## src/rtl/spi_master_seq_if.sv

```systemverilog
// Host and SPI-master signal bundle for the byte sequencer.
// The slave modport is the sequencer's view; the master modport is the
// environment (host plus SPI master) that drives it.
interface spi_master_seq_if #(
  parameter int TX_DEPTH = 4,
  parameter int RX_DEPTH = 4
);
  localparam int TX_CW = $clog2(TX_DEPTH) + 1;
  localparam int RX_CW = $clog2(RX_DEPTH) + 1;

  // host side
  logic             wr_en;
  logic [7:0]       wr_data;
  logic             tx_full;
  logic [TX_CW-1:0] tx_count;
  logic             rd_en;
  logic [7:0]       rd_data;
  logic             rx_empty;
  logic [RX_CW-1:0] rx_count;
  logic             busy;
  logic             rx_overflow;
  logic             timeout_err;
  logic             clr_err;

  // SPI master side
  logic             m_start;
  logic [7:0]       m_data_in;
  logic             m_cs;
  logic [7:0]       m_data_out;

  modport slave (
    input  wr_en, wr_data, rd_en, clr_err, m_cs, m_data_out,
    output tx_full, tx_count, rd_data, rx_empty, rx_count, busy,
           rx_overflow, timeout_err, m_start, m_data_in
  );

  modport master (
    output wr_en, wr_data, rd_en, clr_err, m_cs, m_data_out,
    input  tx_full, tx_count, rd_data, rx_empty, rx_count, busy,
           rx_overflow, timeout_err, m_start, m_data_in
  );
endinterface

```

## src/rtl/spi_master_seq.sv

```systemverilog
// Byte-stream sequencer in front of an SPI master: TX FIFO feeds one byte
// per transfer, cs tracks completion, received bytes land in an FWFT RX FIFO.
module spi_master_seq #(
  parameter int TX_DEPTH   = 4,
  parameter int RX_DEPTH   = 4,
  parameter int GAP_CYCLES = 2,
  parameter int TIMEOUT    = 64
) (
  input logic              clk,
  input logic              rst,   // asynchronous, active low
  spi_master_seq_if.slave  bus
);
  localparam int TX_AW = $clog2(TX_DEPTH);
  localparam int TX_CW = TX_AW + 1;
  localparam int RX_AW = $clog2(RX_DEPTH);
  localparam int RX_CW = RX_AW + 1;
  localparam int TO_W  = $clog2(TIMEOUT + 1);
  localparam int GAP_W = $clog2(GAP_CYCLES + 1);

  typedef enum logic [2:0] {
    IDLE, LOAD, WAIT_LOW, WAIT_HIGH, CAPTURE, GAP
  } state_t;

  state_t state_q, state_d;

  // TX FIFO
  logic [7:0]       tx_mem_q [TX_DEPTH];
  logic [TX_AW-1:0] tx_wr_ptr_q, tx_rd_ptr_q;
  logic [TX_CW-1:0] tx_count_q;
  logic             tx_full, tx_push, tx_pop;

  // RX FIFO
  logic [7:0]       rx_mem_q [RX_DEPTH];
  logic [RX_AW-1:0] rx_wr_ptr_q, rx_rd_ptr_q;
  logic [RX_CW-1:0] rx_count_q;
  logic             rx_full, rx_empty, rx_push, rx_pop;
  logic [7:0]       rd_hold_q;

  // FSM datapath registers
  logic             m_start_q, m_start_d;
  logic [7:0]       m_data_in_q, m_data_in_d;
  logic [TO_W-1:0]  to_cnt_q, to_cnt_d;
  logic [GAP_W-1:0] gap_cnt_q, gap_cnt_d;
  logic             rx_ovf_q, rx_ovf_d, ovf_set;
  logic             to_err_q, to_err_d, to_set;

  assign tx_full  = (tx_count_q == TX_CW'(TX_DEPTH));
  assign tx_push  = bus.wr_en && !tx_full;
  assign tx_pop   = (state_q == LOAD);

  assign rx_full  = (rx_count_q == RX_CW'(RX_DEPTH));
  assign rx_empty = (rx_count_q == '0);
  assign rx_pop   = bus.rd_en && !rx_empty;

  // TX storage write (no reset so it maps onto RAM)
  always_ff @(posedge clk) begin
    if (tx_push) tx_mem_q[tx_wr_ptr_q] <= bus.wr_data;
  end

  // TX pointers and occupancy; pop only ever happens in LOAD, which is entered non-empty
  always_ff @(posedge clk or negedge rst) begin
    if (!rst) begin
      tx_wr_ptr_q <= '0;
      tx_rd_ptr_q <= '0;
      tx_count_q  <= '0;
    end else begin
      if (tx_push) tx_wr_ptr_q <= tx_wr_ptr_q + TX_AW'(1);
      if (tx_pop)  tx_rd_ptr_q <= tx_rd_ptr_q + TX_AW'(1);
      tx_count_q <= tx_count_q + TX_CW'(tx_push) - TX_CW'(tx_pop);
    end
  end

  // RX storage write; when full with a same-cycle pop this overwrites the slot being read out
  always_ff @(posedge clk) begin
    if (rx_push) rx_mem_q[rx_wr_ptr_q] <= bus.m_data_out;
  end

  // RX pointers, occupancy and the last-seen head used while empty
  always_ff @(posedge clk or negedge rst) begin
    if (!rst) begin
      rx_wr_ptr_q <= '0;
      rx_rd_ptr_q <= '0;
      rx_count_q  <= '0;
      rd_hold_q   <= '0;
    end else begin
      if (rx_push) rx_wr_ptr_q <= rx_wr_ptr_q + RX_AW'(1);
      if (rx_pop)  rx_rd_ptr_q <= rx_rd_ptr_q + RX_AW'(1);
      rx_count_q <= rx_count_q + RX_CW'(rx_push) - RX_CW'(rx_pop);
      if (!rx_empty) rd_hold_q <= rx_mem_q[rx_rd_ptr_q];
    end
  end

  // FSM state and registered outputs
  always_ff @(posedge clk or negedge rst) begin
    if (!rst) begin
      state_q     <= IDLE;
      m_start_q   <= 1'b0;
      m_data_in_q <= '0;
      to_cnt_q    <= '0;
      gap_cnt_q   <= '0;
      rx_ovf_q    <= 1'b0;
      to_err_q    <= 1'b0;
    end else begin
      state_q     <= state_d;
      m_start_q   <= m_start_d;
      m_data_in_q <= m_data_in_d;
      to_cnt_q    <= to_cnt_d;
      gap_cnt_q   <= gap_cnt_d;
      rx_ovf_q    <= rx_ovf_d;
      to_err_q    <= to_err_d;
    end
  end

  // Next-state logic, FIFO side effects and sticky flags (set beats clear)
  always_comb begin
    state_d     = state_q;
    m_start_d   = m_start_q;
    m_data_in_d = m_data_in_q;
    to_cnt_d    = to_cnt_q;
    gap_cnt_d   = gap_cnt_q;
    ovf_set     = 1'b0;
    to_set      = 1'b0;
    rx_push     = 1'b0;

    case (state_q)
      IDLE: begin
        if (tx_count_q != '0) state_d = LOAD;
      end
      LOAD: begin
        m_data_in_d = tx_mem_q[tx_rd_ptr_q];
        m_start_d   = 1'b1;
        to_cnt_d    = '0;
        state_d     = WAIT_LOW;
      end
      WAIT_LOW: begin
        if (!bus.m_cs) begin
          m_start_d = 1'b0;
          state_d   = WAIT_HIGH;
        end else if (to_cnt_q == TO_W'(TIMEOUT - 1)) begin
          // master never answered: drop the byte and let the gap run
          m_start_d = 1'b0;
          to_set    = 1'b1;
          gap_cnt_d = '0;
          state_d   = GAP;
        end else begin
          to_cnt_d = to_cnt_q + TO_W'(1);
        end
      end
      WAIT_HIGH: begin
        if (bus.m_cs) state_d = CAPTURE;
      end
      CAPTURE: begin
        // a host pop in this same cycle frees the slot we need
        if (!rx_full || rx_pop) rx_push = 1'b1;
        else                    ovf_set = 1'b1;
        gap_cnt_d = '0;
        state_d   = GAP;
      end
      GAP: begin
        if (gap_cnt_q == GAP_W'(GAP_CYCLES - 1)) state_d = IDLE;
        else                                     gap_cnt_d = gap_cnt_q + GAP_W'(1);
      end
      default: state_d = IDLE;
    endcase

    rx_ovf_d = ovf_set | (rx_ovf_q & ~bus.clr_err);
    to_err_d = to_set  | (to_err_q & ~bus.clr_err);
  end

  assign bus.tx_full     = tx_full;
  assign bus.tx_count    = tx_count_q;
  assign bus.rx_empty    = rx_empty;
  assign bus.rx_count    = rx_count_q;
  assign bus.rd_data     = rx_empty ? rd_hold_q : rx_mem_q[rx_rd_ptr_q];
  assign bus.busy        = (state_q != IDLE);
  assign bus.rx_overflow = rx_ovf_q;
  assign bus.timeout_err = to_err_q;
  assign bus.m_start     = m_start_q;
  assign bus.m_data_in   = m_data_in_q;
endmodule

```

## src/flat_wrapper.sv

```systemverilog
// flat-port wrapper written by rule: the top's interface ports become plain ports
module spi_master_seq_flat 
#(
  parameter int TX_DEPTH   = 4,
  parameter int RX_DEPTH   = 4,
  parameter int GAP_CYCLES = 2,
  parameter int TIMEOUT    = 64
)
  (clk, rst, bus_wr_en, bus_wr_data, bus_rd_en, bus_clr_err, bus_m_cs, bus_m_data_out, bus_tx_full, bus_tx_count, bus_rd_data, bus_rx_empty, bus_rx_count, bus_busy, bus_rx_overflow, bus_timeout_err, bus_m_start, bus_m_data_in);
  spi_master_seq_if #(.TX_DEPTH(TX_DEPTH), .RX_DEPTH(RX_DEPTH)) bus_i ();
  input logic clk;
  input logic rst;
  input wire logic [$bits(bus_i.wr_en)-1:0] bus_wr_en;
  input wire logic [$bits(bus_i.wr_data)-1:0] bus_wr_data;
  input wire logic [$bits(bus_i.rd_en)-1:0] bus_rd_en;
  input wire logic [$bits(bus_i.clr_err)-1:0] bus_clr_err;
  input wire logic [$bits(bus_i.m_cs)-1:0] bus_m_cs;
  input wire logic [$bits(bus_i.m_data_out)-1:0] bus_m_data_out;
  output wire logic [$bits(bus_i.tx_full)-1:0] bus_tx_full;
  output wire logic [$bits(bus_i.tx_count)-1:0] bus_tx_count;
  output wire logic [$bits(bus_i.rd_data)-1:0] bus_rd_data;
  output wire logic [$bits(bus_i.rx_empty)-1:0] bus_rx_empty;
  output wire logic [$bits(bus_i.rx_count)-1:0] bus_rx_count;
  output wire logic [$bits(bus_i.busy)-1:0] bus_busy;
  output wire logic [$bits(bus_i.rx_overflow)-1:0] bus_rx_overflow;
  output wire logic [$bits(bus_i.timeout_err)-1:0] bus_timeout_err;
  output wire logic [$bits(bus_i.m_start)-1:0] bus_m_start;
  output wire logic [$bits(bus_i.m_data_in)-1:0] bus_m_data_in;
  assign bus_i.wr_en = bus_wr_en;
  assign bus_i.wr_data = bus_wr_data;
  assign bus_i.rd_en = bus_rd_en;
  assign bus_i.clr_err = bus_clr_err;
  assign bus_i.m_cs = bus_m_cs;
  assign bus_i.m_data_out = bus_m_data_out;
  assign bus_tx_full = bus_i.tx_full;
  assign bus_tx_count = bus_i.tx_count;
  assign bus_rd_data = bus_i.rd_data;
  assign bus_rx_empty = bus_i.rx_empty;
  assign bus_rx_count = bus_i.rx_count;
  assign bus_busy = bus_i.busy;
  assign bus_rx_overflow = bus_i.rx_overflow;
  assign bus_timeout_err = bus_i.timeout_err;
  assign bus_m_start = bus_i.m_start;
  assign bus_m_data_in = bus_i.m_data_in;
  spi_master_seq #(.TX_DEPTH(TX_DEPTH), .RX_DEPTH(RX_DEPTH), .GAP_CYCLES(GAP_CYCLES), .TIMEOUT(TIMEOUT)) u_core (.clk(clk), .rst(rst), .bus(bus_i));
endmodule
```

## config.mk

```make
export PLATFORM = sky130hd
export DESIGN_NAME = spi_master_seq_flat
export DESIGN_NICKNAME = d
export VERILOG_FILES = /design/src/rtl/spi_master_seq_if.sv /design/src/rtl/spi_master_seq.sv /design/src/flat_wrapper.sv
export SDC_FILE = /design/constraint.sdc
export NUM_CORES = 1
export LEC_CHECK = 0
export BUFFER_PORTS_ARGS = -buffer_cell sky130_fd_sc_hd__buf_4
export CAP_MARGIN = 20
export CORE_UTILIZATION = 30
export CTS_CLUSTER_SIZE = 8
export DETAILED_ROUTE_END_ITERATION = 10
export GPL_ROUTABILITY_DRIVEN = 0
export PLACE_DENSITY = 0.5
export REMOVE_ABC_BUFFERS = 1
export SETUP_SLACK_MARGIN = 0.1
export SLEW_MARGIN = 20
export SYNTH_ARGS = -nofsm -noshare
export SYNTH_HDL_FRONTEND = slang
export SYNTH_SLANG_ARGS = --single-unit
```

## constraint.sdc

```tcl
create_clock -name clk -period 2.3 [get_ports clk]
set_input_delay 0.23 -clock clk [delete_from_list [all_inputs] [get_ports clk]]
set_output_delay 0.23 -clock clk [all_outputs]
set_load 0.05 [all_outputs]
```

==> metrics <==
core area 14600 µm²; Clock power frac 19.9%; largest net degree at the start of global routing 46; vias in the first global route 2554; RSZ-0062 raised after global routing no; number of max-cap violations 0; GRT Total Usage 11.4%; CTS root buf clkbuf_16; f_max 472 MHz; Area Growth Syn to Fin 21.2%; worst clock skew 6.68 ps; Hold Crit Depth 1; Crit path buffers/inverters 2; worst slew pin tran 626 ps; final routed DRC violation total 0; # IOs 50; final antenna-violating net count 0; Max Buffers Root-to-Sink 2; share of the synthesized area in the top cell type 42.6%; pwr dens 1400 nW/µm²; Largest delay share family, worst path multiplexers; critical-path maximum fanout 8; Slew headroom 58.3%; status completed; ys flop type edfxtp_1; initial antenna violation count 0; maximum VDD drop 0.581 mV; most numerous cell in the Yosys netlist edfxtp_1; Crit path depth 4; Nets 388; GRT overflow 0; top cells by area, synth edfxtp_1 43%, dfrtp_1 25%, mux4_2 8.0%, ha_1 3.9%, nand2_1 3.0%; post-synthesis cell count 288; synthesis warning total 0; switching share of power 39.6%; CTS tree built; Final min period 2120 ps; Clock Sink Count 109; Synth area leader edfxtp_1; Post-DP HPWL 5610 µm; antenna cell count 0; die outline height 125 µm; Seq pwr share 38.6%; Post-synth ARST share 41.3%; Leak 2.19 nW; final hold viol count 0; Fin Setup TNS 0 ps; clk_lat worst skew 350 ps; port bufs 49; most frequent cells after synthesis 64 x edfxtp_1, 45 x dfrtp_1, 36 x nand2_1; P_int 4.63 mW; CP endpoint kind primary output; Clock Pin Slew Worst Setup and Hold Paths 80 ps; Psw 3.03 mW; crit-path cells buf_12 > mux4_2 > mux2_2 > buf_4; die area 15500 µm²; Final setup viols 0; Starting Density 30.9%; count of unique library cells instantiated by Yosys 46; Cell Rows 44; max incr delay on CP 510 ps; Vias per Instance 4.57; Iteration-0 DRC Markers 151; syn_area_per_cell 15.7 µm²; drt total wl 8190 µm; H-Tree Depth 3; CP Launch Type register; layout cells sized above 1 29.9%; sequential area share after synthesis 67.5%; flops & latches, synth 109; Setup CP Type reg2out; chip width 125 µm; WP data required 2070 ps; WP data arrival 1890 ps; Finished Core Util 37.5%; cell area after synthesis 4510 µm²; wire per inst 15.2 µm; first-pass GRT wire length 13600 µm; Comb pwr share 41.5%; Vias 2464; drt pass-1 iters 4; EDFF count, synth 64; final worst path period share 92.1%; total CTS buffers 9; R2R cell count 9; max-slew violation count 0; CP max stage cell mux4_2; worst min path class in2reg
## worst reg2reg max path, cell delays in order, from the launching register on
cell and delay (ps):
dfrtp_1 490, nor3_4 210, nor2b_1 90, ha_1 270, inv_1 60, ha_1 130, inv_1 50, fa_1 370
xnor2_1 140, xnor2_1 130
## per-stage QoR
step / setup WS, ps / cell area [µm²] / total power [mW] / hold slack, ps / cells
after floorplan: -809 / 4460 / 5.16 / -65.6 / 278
after global placement: 320 / 5140 / 6.14 / 292 / 521
after detailed placement: 204 / 5140 / 6.20 / 291 / 521
after CTS: 122 / 5450 / 7.78 / 54.0 / 539
after global routing: 104 / 5470 / 8.14 / 54.5 / 539
final: 182 / 5470 / 7.66 / 73.2 / 539
## repair_timing
item / 4_1_cts / 5_1_grt
resized for setup: 0 / 4
buffers inserted: 1 / 0
endpoints found under the setup margin: 4 / 13
hold buffers: 1 / 0
hold endpoints to repair: 45 / 0
## power by group through the flow
| stage | Combinational [mW] | Clock [mW] | Sequential [mW] |
|---|---|---|---|
| final | 3.18 | 1.53 | 2.96 |
| after CTS | 3.21 | 1.59 | 2.98 |
| after global routing | 3.44 | 1.66 | 3.04 |
| after floorplan | 1.75 | 0 | 3.41 |
| after global placement | 3.15 | 0 | 2.99 |
| after detailed placement | 3.18 | 0 | 3.02 |
## cell usage in the layout (no fill, tap or decap), drive strengths merged, types with 2 or more instances in the layout
| cell type | count |
|---|---|
| a21oi | 2 |
| a31oi | 3 |
| and2 | 8 |
| buf | 60 |
| clkbuf | 9 |
| dfrtp | 45 |
| edfxtp | 64 |
| fa | 2 |
| ha | 14 |
| inv | 26 |
| mux2 | 8 |
| mux2i | 2 |
| mux4 | 16 |
| nand2 | 36 |
| nand2b | 5 |
| nand3 | 2 |
| nand4 | 3 |
| nor2 | 4 |
| nor2b | 3 |
| nor3 | 3 |
| o21ai | 10 |
| xnor2 | 9 |
## flip-flops by register name, indices dropped and copies added (netlist names)
| register | cells |
|---|---|
| u_core.bus.tx_count | 3 |
| u_core.rd_hold_q | 8 |
| u_core.to_cnt_q | 7 |
| u_core.tx_mem_q | 32 |
| u_core.bus.rx_count | 3 |
| u_core.tx_wr_ptr_q | 2 |
| u_core.state_q | 3 |
| u_core.bus.rx_overflow | 1 |
| u_core.gap_cnt_q | 2 |
| u_core.bus.timeout_err | 1 |
| u_core.rx_mem_q | 32 |
| u_core.tx_rd_ptr_q | 2 |
| u_core.rx_rd_ptr_q | 2 |
| u_core.rx_wr_ptr_q | 2 |
| u_core.bus.m_start | 1 |
| u_core.bus.m_data_in | 8 |
## cell type report
class | count | area [µm²]
clock buffer | 9 | 225
clock inverter | 7 | 68.8
fill | 1384 | 9120
inverter | 20 | 75.1
multi-input combinational | 149 | 1340
sequential | 109 | 3050
tap | 184 | 230
timing repair buffer | 61 | 484
## cells by family (layout without fill, tap and decap cells)
kind of cell               after synthesis  count (layout)  synth area share [%]
muxes                                   26              26                  10.4
DFF                                    109             109                  67.5
adders and majority gates               16              16                  4.77
xor gates and xnor gates                10              10                  1.94
AOI/OAI and AO/OA                       27              27                  3.94
buffers and inverters                   30              97                  2.97
and+or+nand+nor                         70              70                  8.45
## final timing paths
| check | start | slack, ps | end |
|---|---|---|---|
| worst min-delay path | bus_wr_data[5] | 70 | u_core.tx_mem_q[0][5]$_DFFE_PP_ |
| worst max register to register | u_core.bus.rx_count[1]$_DFF_PN0_ | 260 | u_core.bus.rx_count[2]$_DFF_PN0_ |
| min in group asynchronous | rst | 420 | u_core.bus.rx_count[2]$_DFF_PN0_ |
| max in group asynchronous | rst | 1460 | u_core.to_cnt_q[5]$_DFFE_PN0P_ |
| worst max-delay path | u_core.rx_rd_ptr_q[0]$_DFFE_PN0P_ | 180 | bus_rd_data[6] |
| worst min register to register | u_core.bus.m_data_in[0]$_DFFE_PN0P_ | 480 | u_core.bus.m_data_in[0]$_DFFE_PN0P_ |
## routing by layer
layer  GRT usage [%]  vias up  wire length [µm]
li1                -     1174                 -
met1            13.9     1235              3630
met2            19.1       45              4160
met3            3.31       10               295
met4            4.46        0               110
met5               0        -                 0
(Power assumes the default switching activity.)
